<file path="src/rtl/stoch_shrink_n.sv">
// stoch_shrink_n : temporal stochastic bit shrinker.
// Each accepted input one opens a hold window of MemL cycles, and further
// input ones inside that window are suppressed. This collapses stretched
// runs back to single ones.
// Optional feature macro: SHRINK_DROPCNT_EN adds a saturating counter of
// suppressed ones on DropCount. When the macro is undefined, DropCount is 0.
module stoch_shrink_n #(
   parameter int unsigned MemL = 16,
   parameter int unsigned CntW = 16
) (
   input  logic            CLK,
   input  logic            RST,
   input  logic            EN,
   input  logic            IN,
   output logic            OUT,
   output logic            BUSY,
   output logic [CntW-1:0] DropCount
);

   localparam int unsigned CW = $clog2(MemL);

   typedef enum logic {
      S_IDLE = 1'b0,
      S_HOLD = 1'b1
   } state_t;

   state_t          r_state;
   state_t          w_state_nxt;
   logic [CW-1:0]   r_cnt;
   logic [CW-1:0]   w_cnt_nxt;
   logic            r_out;
   logic            w_out_nxt;

   // State, hold counter and output register; EN low holds everything but OUT
   always_ff @(posedge CLK) begin
      if (RST) begin
         r_state <= S_IDLE;
         r_cnt   <= '0;
         r_out   <= 1'b0;
      end else begin
         r_state <= w_state_nxt;
         r_cnt   <= w_cnt_nxt;
         r_out   <= w_out_nxt;
      end
   end

   // Next-state: accept a one in IDLE, count the window down in HOLD
   always_comb begin
      w_state_nxt = r_state;
      w_cnt_nxt   = r_cnt;
      w_out_nxt   = 1'b0;
      if (EN) begin
         case (r_state)
            S_IDLE: begin
               if (IN) begin
                  w_out_nxt   = 1'b1;
                  w_cnt_nxt   = CW'(MemL - 1);
                  w_state_nxt = S_HOLD;
               end
            end
            S_HOLD: begin
               w_cnt_nxt = r_cnt - CW'(1);
               if (r_cnt == CW'(1)) begin
                  w_state_nxt = S_IDLE;
               end
            end
            default: begin
               w_state_nxt = S_IDLE;
            end
         endcase
      end
   end

   assign OUT  = r_out;
   assign BUSY = (r_state == S_HOLD);

`ifdef SHRINK_DROPCNT_EN
   logic            w_drop_inc;
   logic [CntW-1:0] r_drop;

   // An enabled one arriving in HOLD is a dropped bit, including on the last HOLD cycle
   assign w_drop_inc = EN && IN && (r_state == S_HOLD);

   // Saturating count of dropped ones
   always_ff @(posedge CLK) begin
      if (RST) begin
         r_drop <= '0;
      end else if (w_drop_inc && (r_drop != '1)) begin
         r_drop <= r_drop + CntW'(1);
      end
   end

   assign DropCount = r_drop;
`else
   assign DropCount = '0;
`endif

endmodule
</file>
<file path="config.mk">
export PLATFORM = sky130hd
export DESIGN_NAME = stoch_shrink_n
export DESIGN_NICKNAME = d
export VERILOG_FILES = /design/src/rtl/stoch_shrink_n.sv
export SDC_FILE = /design/constraint.sdc
export NUM_CORES = 1
export LEC_CHECK = 0
export CAP_MARGIN = 15
export CORE_AREA = 2 2 39 41
export DETAILED_ROUTE_END_ITERATION = 10
export DIE_AREA = 0 0 41 43
export GPL_ROUTABILITY_DRIVEN = 0
export PLACE_DENSITY = 0.68
export SYNTH_ARGS = -nofsm -noshare
export SYNTH_HDL_FRONTEND = slang
export SYNTH_SLANG_ARGS = --single-unit
</file>
<file path="constraint.sdc">
create_clock -name CLK -period 1.4 [get_ports CLK]
set_clock_uncertainty 0.1 [all_clocks]
set_input_delay 0.28 -clock CLK [delete_from_list [all_inputs] [get_ports CLK]]
set_output_delay 0.28 -clock CLK [all_outputs]
set_load 0.01 [all_outputs]
</file>
==> out/metrics.cfg, run 1 <==
[critical_path]
critPathSlowestCell = clkdlybuf4s50_1
crit_path_max_incr_delay_ns = 0.54
crit_family = buffers and inverters
cp.arrival_ns = 1.31
path_buf_inv = 1
setup.worst_path.class = in -> reg
crit_chain = clkdlybuf4s50_1 > nand2_1 > o311ai_0 > nand2b_1
cp_max_fo = 5
endpoint_kind = flop
worstSetupStartpointType = primary input
cp.required_ns = 1.41

[route]
drcViolationCount = 0
via_count = 287
ant_nets = 0
viasPerCell = 3.93
firstDrtPassIters = 4
wirelength_um = 623
drt_iter0_drc = 12
drt-wirelength-per-cell_um = 8.53

[finish]
area_delta_synth_final_pct = 14.3
drive_gt1_share_pct = 15.8
post_layout_nonfiller_instances = 73
diodes = 0
final_nets = 65

[logic_synthesis]
synth_top_area_cell = dfxtp_1
synth_top_area_share_pct = 30.5
synth_edf_count = 0
yosysMostFrequentCell = buf_4
syn_area_per_cell_um2 = 8.57
synth.distinct_cells = 17
synth_ff_type = dfxtp_1
ys.warnings.count = 0
ys_async_sr_fraction_pct = 0
seq_area_frac_synth_pct = 30.5
syn_area_um2 = 394
synthTopCellsByArea = dfxtp_1, buf_4, ha_1
postSynthCellCount = 46
synth_common_cells = buf_4, dfxtp_1, inv_1, o21ai_0
synth_seq_cells = 6

[power_and_ir_drop]
peakVddDrop_mv = 0.532
power.leakage_nw = 0.221
power_w = 0.000443
p_per_area_mw_per_mm2 = 983

[grt]
grt_use_total_pct = 7.85
grt_pass1_vias = 239
grt_pass1_wl_um = 897
grt_max_degree = 8
antenna_found_initial = 0
grt_overflow = 0

[placement]
dp_hpwl_um = 528
dp.cells = 70
io_buffer_count = 5
pre_cts_ws_ns = -0.161

[clock_tree]
path_clk_slew_ns = 0.04
cts_buffers = 3
cts_buffer_depth = 2
cts_sinks = 6
clk-insertion-delay-late_ns = 0.24
cts-htree-levels = 1
holdBufCountCts = 0
clockRootBuffer = clkbuf_4
cts_tree = yes

[die]
core_mm2 = 0.00138
fp.dieH_um = 43
initial_core_util_pct = 28.5
fp.dieArea_mm2 = 0.00176
rows = 14
die_w_um = 41
io_pins = 22

[timing]
finalHoldViolCount = 0
finalMaxSlewViolations = 0
fin_crit_ns = 1.29
fmax_mhz = 773
rsz0062_at_grt = no
fin_ws_ns = 0.107
setup_viol = 0
layout_worst_path_cycle_share_pct = 92.4

[flow_run]
maxCapViolations = 0

[run_status]
status = complete, no violations

[hold_path]
hold_path_class = reg -> reg

## through the flow
stage / hold slack, ns / utilization, % / instance area, µm² / setup TNS [ns]
finish: 0.413 / 32.5 / 450 / 0
global route: 0.439 / 32.5 / 450 / 0
CTS: 0.414 / 32.5 / 450 / 0
detailed placement: 0.408 / 31.1 / 430 / -0.367
global placement: 0.406 / 31.1 / 430 / -0.193
floorplan: 0.252 / - / 450 / 0
## where the power goes
group | leakage, nW | switching [W] | internal, W
registers | 0.0497 | 0.0000118 | 0.000186
logic | 0.158 | 0.0000543 | 0.0000415
clock network | 0.0138 | 0.0000526 | 0.0000963
total | 0.221 | 0.000119 | 0.000324
## metal layers
layer / vias to the layer above / share of wire [%] / global-route usage [%]
li1: 146 / - / -
met4: 0 / 0 / 6.00
met2: 16 / 53 / 11.6
met3: 0 / 7.5 / 3.14
met5: - / 0 / 0
met1: 125 / 39 / 8.41
## flip-flops by register name (all words and copies together) (netlist names)
name,flops
BUSY,1
OUT,1
r_cnt,4
## final cells by class
cell class	count	area [µm²]
inverter	3	11.3
sequential	6	120
tap	16	20.0
clock buffer	3	22.5
timing repair buffer	9	77.6
multi-input combinational	36	199
fill	148	933
## placed cells by master, fill, tap and decap left out, drive strengths merged
cell	count
inv	3
clkbuf	3
nand2b	1
a311oi	2
conb	16
clkdlybuf4s50	3
o21ai	3
ha	2
buf	4
dfxtp	6
o21a	1
nand3	1
nor3	1
nor2	2
dlygate4sd2	2
a21oi	2
mux2i	1
and4bb	1
nand2	2
o311ai	1
## path summary, 6_finish.rpt
kind                                             from               endpoint  slack, ns  depth (start not counted)
worst max register to register  r_cnt[0]$_SDFFE_PP0P_      BUSY$_SDFFE_PP0P_       0.15                          4
worst max-delay path                               EN      BUSY$_SDFFE_PP0P_       0.11                          4
worst min register to register  r_cnt[1]$_SDFFE_PP0P_  r_cnt[1]$_SDFFE_PP0P_       0.41                          2
worst min-delay path            r_cnt[1]$_SDFFE_PP0P_  r_cnt[1]$_SDFFE_PP0P_       0.41                          2
## tightest hold or removal path, delay by kind of cell, from the launching register on
kind / cells / cell delay [ns]
DFF: 1 / 0.31
and+or+nand+nor: 1 / 0.10
AOI/OAI and AO/OA: 1 / 0.05
## logic make-up after synthesis
kind of cell,after synthesis,share of synthesized area (%)
AOI/OAI and AO/OA,9,15.2
DFF,6,30.5
other,1,0.951
muxes,1,2.54
and+or+nand+nor,8,11.1
adders and majority gates,2,6.35
buffers and inverters,19,33.3
## what timing repair did
action / in CTS / in global routing
setup buffers: 0 / 0
resized for setup: 2 / 0
setup endpoints to repair: 2 / 0
Power figures use the tool's default switching activity.
==> run 2, diff against run 1 <==
--- a/config.mk
+++ b/config.mk
@@ -10,7 +10,7 @@
 export DETAILED_ROUTE_END_ITERATION = 10
 export DIE_AREA = 0 0 41 43
 export GPL_ROUTABILITY_DRIVEN = 0
-export PLACE_DENSITY = 0.68
+export PLACE_DENSITY = 0.66
 export SYNTH_ARGS = -nofsm -noshare
 export SYNTH_HDL_FRONTEND = slang
 export SYNTH_SLANG_ARGS = --single-unit
==> out/metrics.cfg, run 2 (synthesis results as in run 1) <==
[finish]
mostFrequentLayoutCells = conb_1, dfxtp_1, buf_4  ; unchanged
top_register = r_cnt  ; unchanged
final_common_cell = conb_1  ; unchanged
multiInputGateArea_um2 = 199  ; unchanged
fin_area_um2 = 450  ; unchanged
seq_area_um2 = 120  ; unchanged
final_nets = 65  ; unchanged
area_delta_synth_final_pct = 14.3  ; unchanged
drive_gt1_share_pct = 15.8  ; unchanged
diodes = 0  ; unchanged
nFillCells = 157  ; was 148
largest_register_ffs = 4  ; unchanged

[die]
core_mm2 = 0.00138  ; unchanged
fp.dieArea_mm2 = 0.00176  ; unchanged
initial_core_util_pct = 28.5  ; unchanged
die_w_um = 41  ; unchanged
fp.dieH_um = 43  ; unchanged
rows = 14  ; unchanged
io_pins = 22  ; unchanged

[route]
drt-wirelength-per-cell_um = 8.25  ; was 8.53 µm
viasPerCell = 3.82  ; was 3.93
firstDrtPassIters = 3  ; was 4
via_count = 279  ; was 287
ant_nets = 0  ; unchanged
drt_iter0_drc = 4  ; was 12
drcViolationCount = 0  ; unchanged
wirelength_um = 602  ; was 623 µm

[timing]
fin_ws_ns = 0.146  ; was 0.107 ns
rsz0062_at_grt = no  ; unchanged
finalMaxSlewViolations = 0  ; unchanged
fin_hold_ws_ns = 0.414  ; was 0.413 ns
layout_worst_path_cycle_share_pct = 89.6  ; was 92.4%
fmax_mhz = 797  ; was 773 MHz
setup_tns_ns = 0  ; unchanged
setup_viol = 0  ; unchanged
fin_crit_ns = 1.25  ; was 1.29 ns
finalHoldViolCount = 0  ; unchanged

[critical_path]
crit_start = EN  ; unchanged
cp.required_ns = 1.42  ; was 1.41 ns
cp.arrival_ns = 1.28  ; was 1.31 ns
cp_max_fo = 5  ; unchanged
worstSetupStartpointType = primary input  ; unchanged
reg2reg_from = r_cnt[0]$_SDFFE_PP0P_  ; unchanged
endpoint_kind = flop  ; unchanged
setup.worst_path.class = in -> reg  ; unchanged

[clock_tree]
clk-insertion-delay-late_ns = 0.24  ; about the same
cts-htree-levels = 1  ; unchanged
cts_buffers = 3  ; unchanged
cts_buffer_depth = 2  ; unchanged
path_clk_slew_ns = 0.05  ; was 0.04 ns
cts_sinks = 6  ; unchanged
cts_tree = yes  ; unchanged
holdBufCountCts = 0  ; unchanged
clockRootBuffer = clkbuf_4  ; unchanged
postCtsSetupBuffers = 0  ; unchanged

[grt]
grt_pass1_wl_um = 966  ; was 897 µm
antenna_found_initial = 0  ; unchanged
grt_overflow = 0  ; unchanged
grt_use_total_pct = 8.74  ; was 7.85%
grt_max_degree = 8  ; unchanged
grt_pass1_vias = 255  ; was 239

[placement]
io_buffer_count = 5  ; unchanged
pre_cts_ws_ns = -0.160  ; was -0.161 ns
dp_hpwl_um = 484  ; was 528 µm
placed_cell_area_um2 = 430  ; unchanged

[power_and_ir_drop]
power.leakage_nw = 0.222  ; was 0.221 nW
swShare_pct = 28.3  ; was 26.8%
p_sw_w = 0.000128  ; was 0.000119 W
power_frac_seq_pct = 43.7  ; was 44.7%
p_int_w = 0.000324  ; about the same
peakVddDrop_mv = 0.387  ; was 0.532 mV
power_w = 0.000453  ; was 0.000443 W
p_per_area_mw_per_mm2 = 1000  ; was 983 mW/mm²
clock_power_share_pct = 35.3  ; was 33.6%
p_comb_share_pct = 21.0  ; was 21.6%

[run_status]
status = complete, no violations  ; unchanged

[flow_run]
maxCapViolations = 0  ; unchanged

[hold_path]
hold_path_class = reg -> reg  ; unchanged
holdCritStartpoint = r_cnt[1]$_SDFFE_PP0P_  ; unchanged

==> run 2: cell types whose count changed in the layout (fill, tap and decap cells not counted) <==
| cell | before | now |
|---|---|---|
| o311ai_0 | 1 | 0 |
| o311ai_1 | 0 | 1 |
==> run 2: metrics by stage <==
stage	utilization, %	std cells
5_1_grt	32.5	73
6_report	32.5	73
3_3_place_gp	31.1	70
3_5_place_dp	31.1	70
4_1_cts	32.5	73
2_1_floorplan	-	61
==> run 2: repair_timing <==
action                                 in CTS  in global routing
endpoints found under the hold margin       0                  0
pin swaps                                   0                  0
setup endpoints to repair                   2                  1
resized for setup                           2                  1
==> run 2: power groups by stage <==
stage	clock network (W)	logic (W)	registers, W
floorplan	0	0.0000885	0.000203
global placement	0	0.0000950	0.000200
detailed placement	0	0.0000973	0.000201
CTS	0.000171	0.0000949	0.000197
global route	0.000181	0.000108	0.000200
finish	0.000160	0.0000950	0.000198
==> run 2: area by class of cell <==
type,instances,area share [%]
timing repair buffer,9,17.2
sequential,6,26.7
multi-input combinational,36,44.2
clock buffer,3,5.00
tap,16,4.44
inverter,3,2.50
==> run 2: path summary, 6_finish.rpt <==
check | to | depth (start not counted) | slack, ns
setup reg to reg | BUSY$_SDFFE_PP0P_ | 4 | 0.18
hold reg to reg | r_cnt[1]$_SDFFE_PP0P_ | 2 | 0.41
hold / removal | r_cnt[1]$_SDFFE_PP0P_ | 2 | 0.41
setup / recovery | BUSY$_SDFFE_PP0P_ | 4 | 0.15
==> run 2: metal layers <==
metal  vias up  global-route usage, %  routed length [µm]
li1        147                      -                   -
met1       124                   8.71                 244
met2         8                   12.2                 318
met3         0                   4.71                  38
met4         0                   8.00                   0
met5         -                      0                   0
==> run 2: critical path, stage by stage <==
cell and delay [ns]:
clkdlybuf4s50_1 0.55, nand2_1 0.08, o311ai_1 0.28, nand2b_1 0.08
==> run 3, diff against run 2 <==
==> config.mk (replaced) <==
export PLATFORM = sky130hd
export DESIGN_NAME = stoch_shrink_n
export DESIGN_NICKNAME = d
export VERILOG_FILES = /design/src/rtl/stoch_shrink_n.sv
export SDC_FILE = /design/constraint.sdc
export NUM_CORES = 1
export LEC_CHECK = 0
export ABC_CLOCK_PERIOD_IN_PS = 1400
export CAP_MARGIN = 15
export CELL_PAD_IN_SITES_DETAIL_PLACEMENT = 2
export CELL_PAD_IN_SITES_GLOBAL_PLACEMENT = 2
export CORE_UTILIZATION = 19
export DETAILED_ROUTE_END_ITERATION = 10
export GPL_ROUTABILITY_DRIVEN = 0
export PLACE_DENSITY = 0.77
export SYNTH_ARGS = -nofsm -noshare
export SYNTH_HDL_FRONTEND = slang
export SYNTH_SLANG_ARGS = --single-unit
==> out/metrics.cfg, run 3 (synthesis results as in run 1) <==
[finish]
area_delta_synth_final_pct = 17.8  ; was 14.3%
largest_register_ffs = 4  ; unchanged
mostFrequentLayoutCells = conb_1, dfxtp_1  ; was conb_1, dfxtp_1, buf_4
drive_gt1_share_pct = 16.1  ; was 15.8%
fin_area_um2 = 464  ; was 450 µm²
top_register = r_cnt  ; unchanged
seq_area_um2 = 120  ; unchanged
diodes = 0  ; unchanged
nFillCells = 257  ; was 157
final_nets = 64  ; was 65
multiInputGateArea_um2 = 206  ; was 199 µm²
post_layout_nonfiller_instances = 83  ; was 73
final_common_cell = conb_1  ; unchanged

[route]
viasPerCell = 3.54  ; was 3.82
wirelength_um = 867  ; was 602 µm
via_count = 294  ; was 279
ant_nets = 0  ; unchanged
drt_iter0_drc = 2  ; was 4
drt-wirelength-per-cell_um = 10.4  ; was 8.25 µm
drcViolationCount = 0  ; unchanged
firstDrtPassIters = 3  ; unchanged

[hold_path]
hold_path_class = reg -> reg  ; unchanged
min_path_cells = 2  ; unchanged
hold_end = r_cnt[1]$_SDFFE_PP0P_  ; unchanged
holdCritStartpoint = r_cnt[1]$_SDFFE_PP0P_  ; unchanged

[timing]
fin_hold_ws_ns = 0.423  ; was 0.414 ns
rsz0062_at_grt = no  ; unchanged
setup_tns_ns = 0  ; unchanged
fin_crit_ns = 1.27  ; was 1.25 ns
finalMaxSlewViolations = 0  ; unchanged
fmax_mhz = 785  ; was 797 MHz
layout_worst_path_cycle_share_pct = 90.9  ; was 89.6%
setup_viol = 0  ; unchanged
finalHoldViolCount = 0  ; unchanged

[power_and_ir_drop]
p_per_area_mw_per_mm2 = 1000  ; about the same
power_w = 0.000465  ; was 0.000453 W
power.leakage_nw = 0.217  ; was 0.222 nW
peakVddDrop_mv = 0.449  ; was 0.387 mV

[die]
fp.dieH_um = 47.5  ; was 43 µm
rows = 16  ; was 14
fp.dieArea_mm2 = 0.00226  ; was 0.00176 mm²
core_mm2 = 0.00196  ; was 0.00138 mm²
die_w_um = 47.5  ; was 41 µm
initial_core_util_pct = 20.1  ; was 28.5%
io_pins = 22  ; unchanged

[placement]
placed_cell_area_um2 = 437  ; was 430 µm²
dp_hpwl_um = 699  ; was 484 µm
dp.cells = 80  ; was 70
io_buffer_count = 5  ; unchanged

[critical_path]
endpoint_kind = flop  ; unchanged
critPathSlowestCell = clkdlybuf4s50_1  ; unchanged
path_buf_inv = 1  ; unchanged
setup.worst_path.class = in -> reg  ; unchanged
crit_cells = 4  ; unchanged
crit_path_max_incr_delay_ns = 0.57  ; was 0.55 ns
worstSetupStartpointType = primary input  ; unchanged
reg2reg_slack_ns = 0.17  ; was 0.18 ns
reg2reg_from = r_cnt[0]$_SDFFE_PP0P_  ; unchanged
worstRegToRegCells = 5  ; was 4
cp_max_fo = 5  ; unchanged
cp.required_ns = 1.42  ; about the same
crit_chain = clkdlybuf4s50_1 > nand2_1 > o311ai_2 > nand2b_1  ; was clkdlybuf4s50_1 > nand2_1 > o311ai_1 > nand2b_1
crit_family = buffers and inverters  ; unchanged
cp.arrival_ns = 1.30  ; was 1.28 ns
r2r_end = r_cnt[2]$_SDFFE_PP0P_  ; was BUSY$_SDFFE_PP0P_

[clock_tree]
path_clk_slew_ns = 0.05  ; about the same
cts-htree-levels = 1  ; unchanged
clk-insertion-delay-late_ns = 0.25  ; was 0.24 ns
clockRootBuffer = clkbuf_4  ; unchanged
cts_sinks = 6  ; unchanged
holdBufCountCts = 0  ; unchanged
cts_buffer_depth = 2  ; unchanged
cts_tree = yes  ; unchanged
cts_buffers = 3  ; unchanged

[flow_run]
maxCapViolations = 0  ; unchanged

[grt]
grt_pass1_vias = 278  ; was 255
grt_max_degree = 8  ; unchanged
grt_use_total_pct = 9.44  ; was 8.74%
grt_overflow = 0  ; unchanged
grt_pass1_wl_um = 1310  ; was 966 µm
antenna_found_initial = 0  ; unchanged

[run_status]
status = complete, no violations  ; unchanged

## run 3: cell count changes in the layout (fill, tap and decap cells not counted), sizes merged
cell | previous run | this run
buf | 4 | 3
## run 3: worst max-delay path by stage
stage / start / endpoint / slack [ns]
2_1_floorplan: r_cnt[0]$_SDFFE_PP0P_ / BUSY$_SDFFE_PP0P_ / 0.30
3_5_place_dp: EN / BUSY$_SDFFE_PP0P_ / -0.30
5_1_grt: EN / r_cnt[0]$_SDFFE_PP0P_ / 0.02
6_report: EN / BUSY$_SDFFE_PP0P_ / 0.13
4_1_cts: EN / BUSY$_SDFFE_PP0P_ / 0.06
3_3_place_gp: EN / BUSY$_SDFFE_PP0P_ / -0.25
## run 3: cell type report
type / count / share of cell area (%)
clock buffer: 3 / 4.85
inverter: 3 / 2.43
multi-input combinational: 36 / 44.5
sequential: 6 / 25.9
tap: 27 / 7.28
timing repair buffer: 8 / 15.1
## run 3: timing repair
action | CTS | global route
gates resized for setup | 3 | 1
cloned | 0 | 0
buffers inserted | 0 | 0
endpoints found under the setup margin | 3 | 1
hold endpoints to repair | 0 | 0
## run 3: through the flow
step	setup slack, ns	utilization (%)
6_report	0.127	23.7
5_1_grt	0.0220	23.7
4_1_cts	0.0603	23.3
3_5_place_dp	-0.302	22.3
3_3_place_gp	-0.253	22.3
2_1_floorplan	0.297	-
## run 3: worst register-to-register path: stages (launching register included)
cell and delay [ns]:
dfxtp_1 0.41, inv_1 0.07, ha_1 0.21, nand3_1 0.08, o21ai_0 0.10, a21oi_1 0.18
## run 3: layer usage
layer  GRT usage, %  share of wire, %  up-vias
met1           10.6                44      136
met3           5.66               6.7        2
met5              0                 0        -
li1               -                 -      145
met2           14.8                48       11
met4           3.33               1.2        0
## run 3: report_power, final
| part | total [W] | internal [W] | switching, W |
|---|---|---|---|
| Clock | 0.000165 | 0.0000973 | 0.0000680 |
| Combinational | 0.000100 | 0.0000406 | 0.0000598 |
| Sequential | 0.000199 | 0.000186 | 0.0000133 |
